==> config.mk <==
export PLATFORM = sky130hd
export DESIGN_NAME = cv32e40x_idx_mask_builder
export DESIGN_NICKNAME = d
export VERILOG_FILES = /design/src/rtl/cv32e40x_pkg.sv /design/src/rtl/cv32e40x_idx_decoder.sv /design/src/rtl/cv32e40x_idx_mask_builder.sv
export SDC_FILE = /design/constraint.sdc
export NUM_CORES = 1
export LEC_CHECK = 0
export ABC_AREA = 1
export BUFFER_PORTS_ARGS = -buffer_cell sky130_fd_sc_hd__buf_2
export CAP_MARGIN = 10
export CORE_ASPECT_RATIO = 1.4
export CORE_MARGIN = 2
export CORE_UTILIZATION = 48
export DETAILED_ROUTE_END_ITERATION = 6
export HOLD_SLACK_MARGIN = 0.1
export PLACE_DENSITY = 0.81
export SYNTH_ARGS = -nofsm -noshare
export SYNTH_HDL_FRONTEND = slang
export SYNTH_SLANG_ARGS = --single-unit
==> constraint.sdc <==
create_clock -name clk -period 1.2 [get_ports clk]
set_input_delay 0.06 -clock clk [delete_from_list [all_inputs] [get_ports clk]]
set_output_delay 0.06 -clock clk [all_outputs]
set_load 0.02 [all_outputs]
==> src/rtl/cv32e40x_pkg.sv <==
// Shared types for the index-to-mask builder.
package cv32e40x_pkg;

  typedef enum logic [1:0] {
    IDLE    = 2'd0,
    COLLECT = 2'd1,
    DONE    = 2'd2
  } idx_mask_state_e;

endpackage

==> src/rtl/cv32e40x_idx_decoder.sv <==
// Combinational index to one-hot decoder with a range check against LEN.
module cv32e40x_idx_decoder #(
  parameter int unsigned LEN   = 32,
  parameter int unsigned IDX_W = $clog2(LEN)
) (
  input  logic [IDX_W-1:0] idx_i,
  output logic [LEN-1:0]   onehot_o,
  output logic             in_range_o
);

  always_comb begin
    onehot_o = '0;
    for (int unsigned i = 0; i < LEN; i++) begin
      onehot_o[i] = (32'(idx_i) == i);
    end
  end

  // A power-of-two LEN covers every encodable index, so nothing can be out of range.
  if ((32'(1) << IDX_W) == LEN) begin : g_full_range
    assign in_range_o = 1'b1;
  end else begin : g_part_range
    assign in_range_o = (32'(idx_i) < LEN);
  end

endmodule

==> src/rtl/cv32e40x_idx_mask_builder.sv <==
// Rebuilds a LEN-bit mask from a stream of bit indices, flagging duplicates and out-of-range indices.
// Optional popcount output count_o enabled by defining CV32E40X_IDX_MASK_COUNT_EN.
module cv32e40x_idx_mask_builder
  import cv32e40x_pkg::*;
#(
  parameter  int unsigned LEN   = 32,
  localparam int unsigned IDX_W = $clog2(LEN),
  localparam int unsigned CNT_W = $clog2(LEN + 1)
) (
  input  logic             clk,
  input  logic             rst,
  input  logic [IDX_W-1:0] idx_i,
  input  logic             idx_valid_i,
  input  logic             idx_last_i,
  output logic             idx_ready_o,
  input  logic             clear_i,
  output logic [LEN-1:0]   mask_o,
  output logic             mask_valid_o,
  input  logic             mask_ready_i,
  output logic             err_o,
  output logic             dup_o
`ifdef CV32E40X_IDX_MASK_COUNT_EN
  ,
  output logic [CNT_W-1:0] count_o
`endif
);

  idx_mask_state_e state_q, state_d;
  logic [LEN-1:0]  acc_q, acc_d;
  logic            err_q, err_d;
  logic            dup_q, dup_d;
  logic            ready_q, ready_d;
  logic            valid_q, valid_d;
  logic [LEN-1:0]  onehot;
  logic            in_range;
  logic            accept;
  logic            transfer;
`ifdef CV32E40X_IDX_MASK_COUNT_EN
  logic [CNT_W-1:0] count_q, count_d;
`endif

  cv32e40x_idx_decoder #(
    .LEN   (LEN),
    .IDX_W (IDX_W)
  ) u_decoder (
    .idx_i      (idx_i),
    .onehot_o   (onehot),
    .in_range_o (in_range)
  );

  assign accept   = idx_valid_i && ready_q;
  assign transfer = valid_q && mask_ready_i;

  // Next-state, accumulator and flag update; clear dominates any handshake.
  always_comb begin
    state_d = state_q;
    acc_d   = acc_q;
    err_d   = err_q;
    dup_d   = dup_q;
`ifdef CV32E40X_IDX_MASK_COUNT_EN
    count_d = count_q;
`endif
    if (clear_i || transfer) begin
      state_d = IDLE;
      acc_d   = '0;
      err_d   = 1'b0;
      dup_d   = 1'b0;
`ifdef CV32E40X_IDX_MASK_COUNT_EN
      count_d = '0;
`endif
    end else if (accept) begin
      if (!in_range) begin
        err_d = 1'b1;
      end else if ((acc_q & onehot) != '0) begin
        dup_d = 1'b1;
      end else begin
        acc_d = acc_q | onehot;
`ifdef CV32E40X_IDX_MASK_COUNT_EN
        count_d = count_q + CNT_W'(1);
`endif
      end
      state_d = idx_last_i ? DONE : COLLECT;
    end
    ready_d = (state_d != DONE);
    valid_d = (state_d == DONE);
  end

  always_ff @(posedge clk) begin
    if (rst) begin
      state_q <= IDLE;
      acc_q   <= '0;
      err_q   <= 1'b0;
      dup_q   <= 1'b0;
      ready_q <= 1'b1;
      valid_q <= 1'b0;
`ifdef CV32E40X_IDX_MASK_COUNT_EN
      count_q <= '0;
`endif
    end else begin
      state_q <= state_d;
      acc_q   <= acc_d;
      err_q   <= err_d;
      dup_q   <= dup_d;
      ready_q <= ready_d;
      valid_q <= valid_d;
`ifdef CV32E40X_IDX_MASK_COUNT_EN
      count_q <= count_d;
`endif
    end
  end

  assign idx_ready_o  = ready_q;
  assign mask_valid_o = valid_q;
  assign mask_o       = acc_q;
  assign err_o        = err_q;
  assign dup_o        = dup_q;
`ifdef CV32E40X_IDX_MASK_COUNT_EN
  assign count_o      = count_q;
`endif

endmodule

==> impl_metrics.tcl <==
set metrics [dict create \
    fmax_mhz 719 \
    syn_area_um2 2030 \
    synth_fa_ha_area_frac 0 \
    area_growth_pct 43.6 \
    setup_viol 33 \
    drc 3 \
    num_rows 28 \
    clockRootBuffer "clkbuf_8" \
    async_flop_share 0 \
    yosysTopAreaCell "dfxtp_1" \
    drv_cap 0 \
    ff2ff_path_depth 8 \
    worstSetupPathType "reg -> reg" \
    grt_pass1_vias 2127 \
    viasPerCell 5.58 \
    ys_ff_latch 37 \
    outcome "finished, violations left" \
    slew_viol_final 0 \
    min_delay_path_depth 4 \
    pre_cts_slack_ns -0.333 \
    worstSkewPairLatency_ns 0.30 \
    gp_congestion 0.921 \
    grt_max_degree 34 \
    startpoint "mask_o[28]" \
    design_area_um2 2920 \
    powerDensity_nw_per_um2 922 \
    required_ns 1.43 \
    synth-seq-area-share 0.365 \
    worst_setup_path_end_kind "flop" \
    fin_nets 401 \
    yosysWarnings 0 \
    portBuffers 45 \
    die_area_um2 4770 \
    ys_types 25 \
    arrival_ns 1.62 \
    n_antenna_cell 0 \
    ir_drop_mv 0.804 \
    core_area_um2 4130 \
    start_util 0.491 \
    period_share 1.16 \
    grt_pass1_wl_um 9260 \
    clk_path_buf_depth 2 \
    synth_edf_count 0 \
    n_fill_cell 330 \
    reg2reg_from "mask_o[28]" \
    placed_area_um2 2710 \
    setup_tns_ns -4.73 \
    synthSimpleGateAreaFrac 0.388 \
    overflow 0 \
    wire_per_inst_um 13.8 \
    period_needed_ns 1.39 \
    fin_util 0.706 \
    grt_util_all_layers 0.252 \
    die_x_um 59.0 \
    routed_wirelength_um 6000 \
    clkSinkCount 37 \
    critPathMaxFanout 7 \
    synth_compound_area_frac 0.0949 \
    drt_iter0_drc 109 \
    clk_pin_slew_ns 0.07 \
    hp-class "in -> reg" \
    violations "design-rule violations, negative setup slack" \
    finalHoldViolCount 0 \
    p_leak_nw 1.35 \
    fin_ws_ns -0.190 \
    yosysMostFrequentCell "nand4_1" \
    rsz0062_at_grt "true" \
    hp-start "clear_i" \
    syn_nets 308 \
    ant_nets 0 \
    syn_avg_cell_area_um2 6.84 \
    yosysTopAreaCellShare 0.365 \
    htree_levels 2 \
    tritoncts "done" \
    die_h_um 81.0 \
    antenna_found_initial 0 \
    synthXorXnorAreaFrac 0 \
    drive_gt1_frac 0.384 \
    synth.area.top_cells "dfxtp_1, nand4_1, a21oi_1, nand2_1, inv_1" \
    ys_top_cells_by_count "nand4_1, nand2_1, inv_1" \
    synth_top_family_by_area "simple AND/OR/NAND/NOR gates" \
    place_hpwl_um 4090 \
    drt_pre_antenna_iters 7 \
    cts_buffers 5 \
    startpoint_type "flop" \
    synth_cells 297 \
    vias 2432 \
    cts_setup_buffers 0 \
    ios 47 \
    synthFlopType "dfxtp_1" \
    fin_skew_ns 0.00607 \
    synth_mux_area_frac 0 \
]
==> placed cells by master, fill, tap and decap left out, drive strengths merged <==
cell type	instances
nor4	1
bufinv	1
inv	44
nand3	10
clkinv	2
o21ai	2
nand4	45
conb	1
nand2	47
buf	103
dfxtp	37
nor2	42
a21oi	35
clkbuf	7
nor3	10
o211ai	1
dlygate4sd3	3
==> critical path, cell delays in order, from the launching register on <==
cell	delay [ns]
dfxtp_1	0.35
nand4_1	0.11
nand2_1	0.06
nor2_1	0.11
nand2_1	0.11
nor2_4	0.14
buf_4	0.17
nand4_1	0.14
a21oi_1	0.14
==> registers in the layout, indices dropped and copies added (netlist names) <==
register,count
dup_o,1
idx_ready_o,1
state_q,2
mask_o,32
mask_valid_o,1
==> logic make-up (layout without fill, tap and decap cells) <==
kind of cell	Yosys count	in the layout
other	1	1
DFF	37	37
and+or+nand+nor	155	155
buffers and inverters	66	160
AOI/OAI and AO/OA	38	38
==> per-stage QoR <==
| step | power (W) | instances | hold slack [ns] |
|---|---|---|---|
| after floorplan | 0.00145 | 297 | 0.132 |
| after global placement | 0.00156 | 423 | 0.236 |
| after detailed placement | 0.00157 | 423 | 0.239 |
| after CTS | 0.00268 | 435 | 0.0864 |
| after global routing | 0.00277 | 436 | 0.104 |
| final | 0.00269 | 436 | 0.0798 |
==> where the power goes <==
group	internal, W	switching (W)	leakage, nW
clock network	0.000677	0.000449	0.0585
registers	0.00124	0.00000539	0.305
logic	0.000121	0.000200	0.982
==> repair_timing <==
action | 4_1_cts | 5_1_grt
hold endpoints to repair | 3 | 0
pin swaps | 0 | 1
endpoints found under the setup margin | 33 | 35
hold buffers | 3 | 0
gates cloned | 1 | 1
resized for setup | 5 | 6
==> path summary, 6_finish.rpt <==
check               end  slack [ns]
max          mask_o[14]       -0.19
min          state_q[0]        0.08
min reg2reg  mask_o[24]        0.47
max reg2reg  mask_o[14]       -0.19
==> layer usage <==
metal  track usage  up-vias  wire length [um]
met5             0        -                 0
met4         0.109        0               153
met3        0.0494       18               409
met2         0.440      126              3060
met1         0.295     1108              2370
li1              -     1180                 -
==> cell type report <==
cell class              instances  area, um^2  share of cell area
inverters                      46         180              0.0618
clock inverters                 1        30.0              0.0103
clock buffers                   7        86.3              0.0296
flip-flops and latches         37         757               0.260
well taps                      45        56.3              0.0193
repair buffers                106         777               0.266
multi-input cells             194        1030               0.353
No activity file was read; power rests on OpenSTA's default activity.
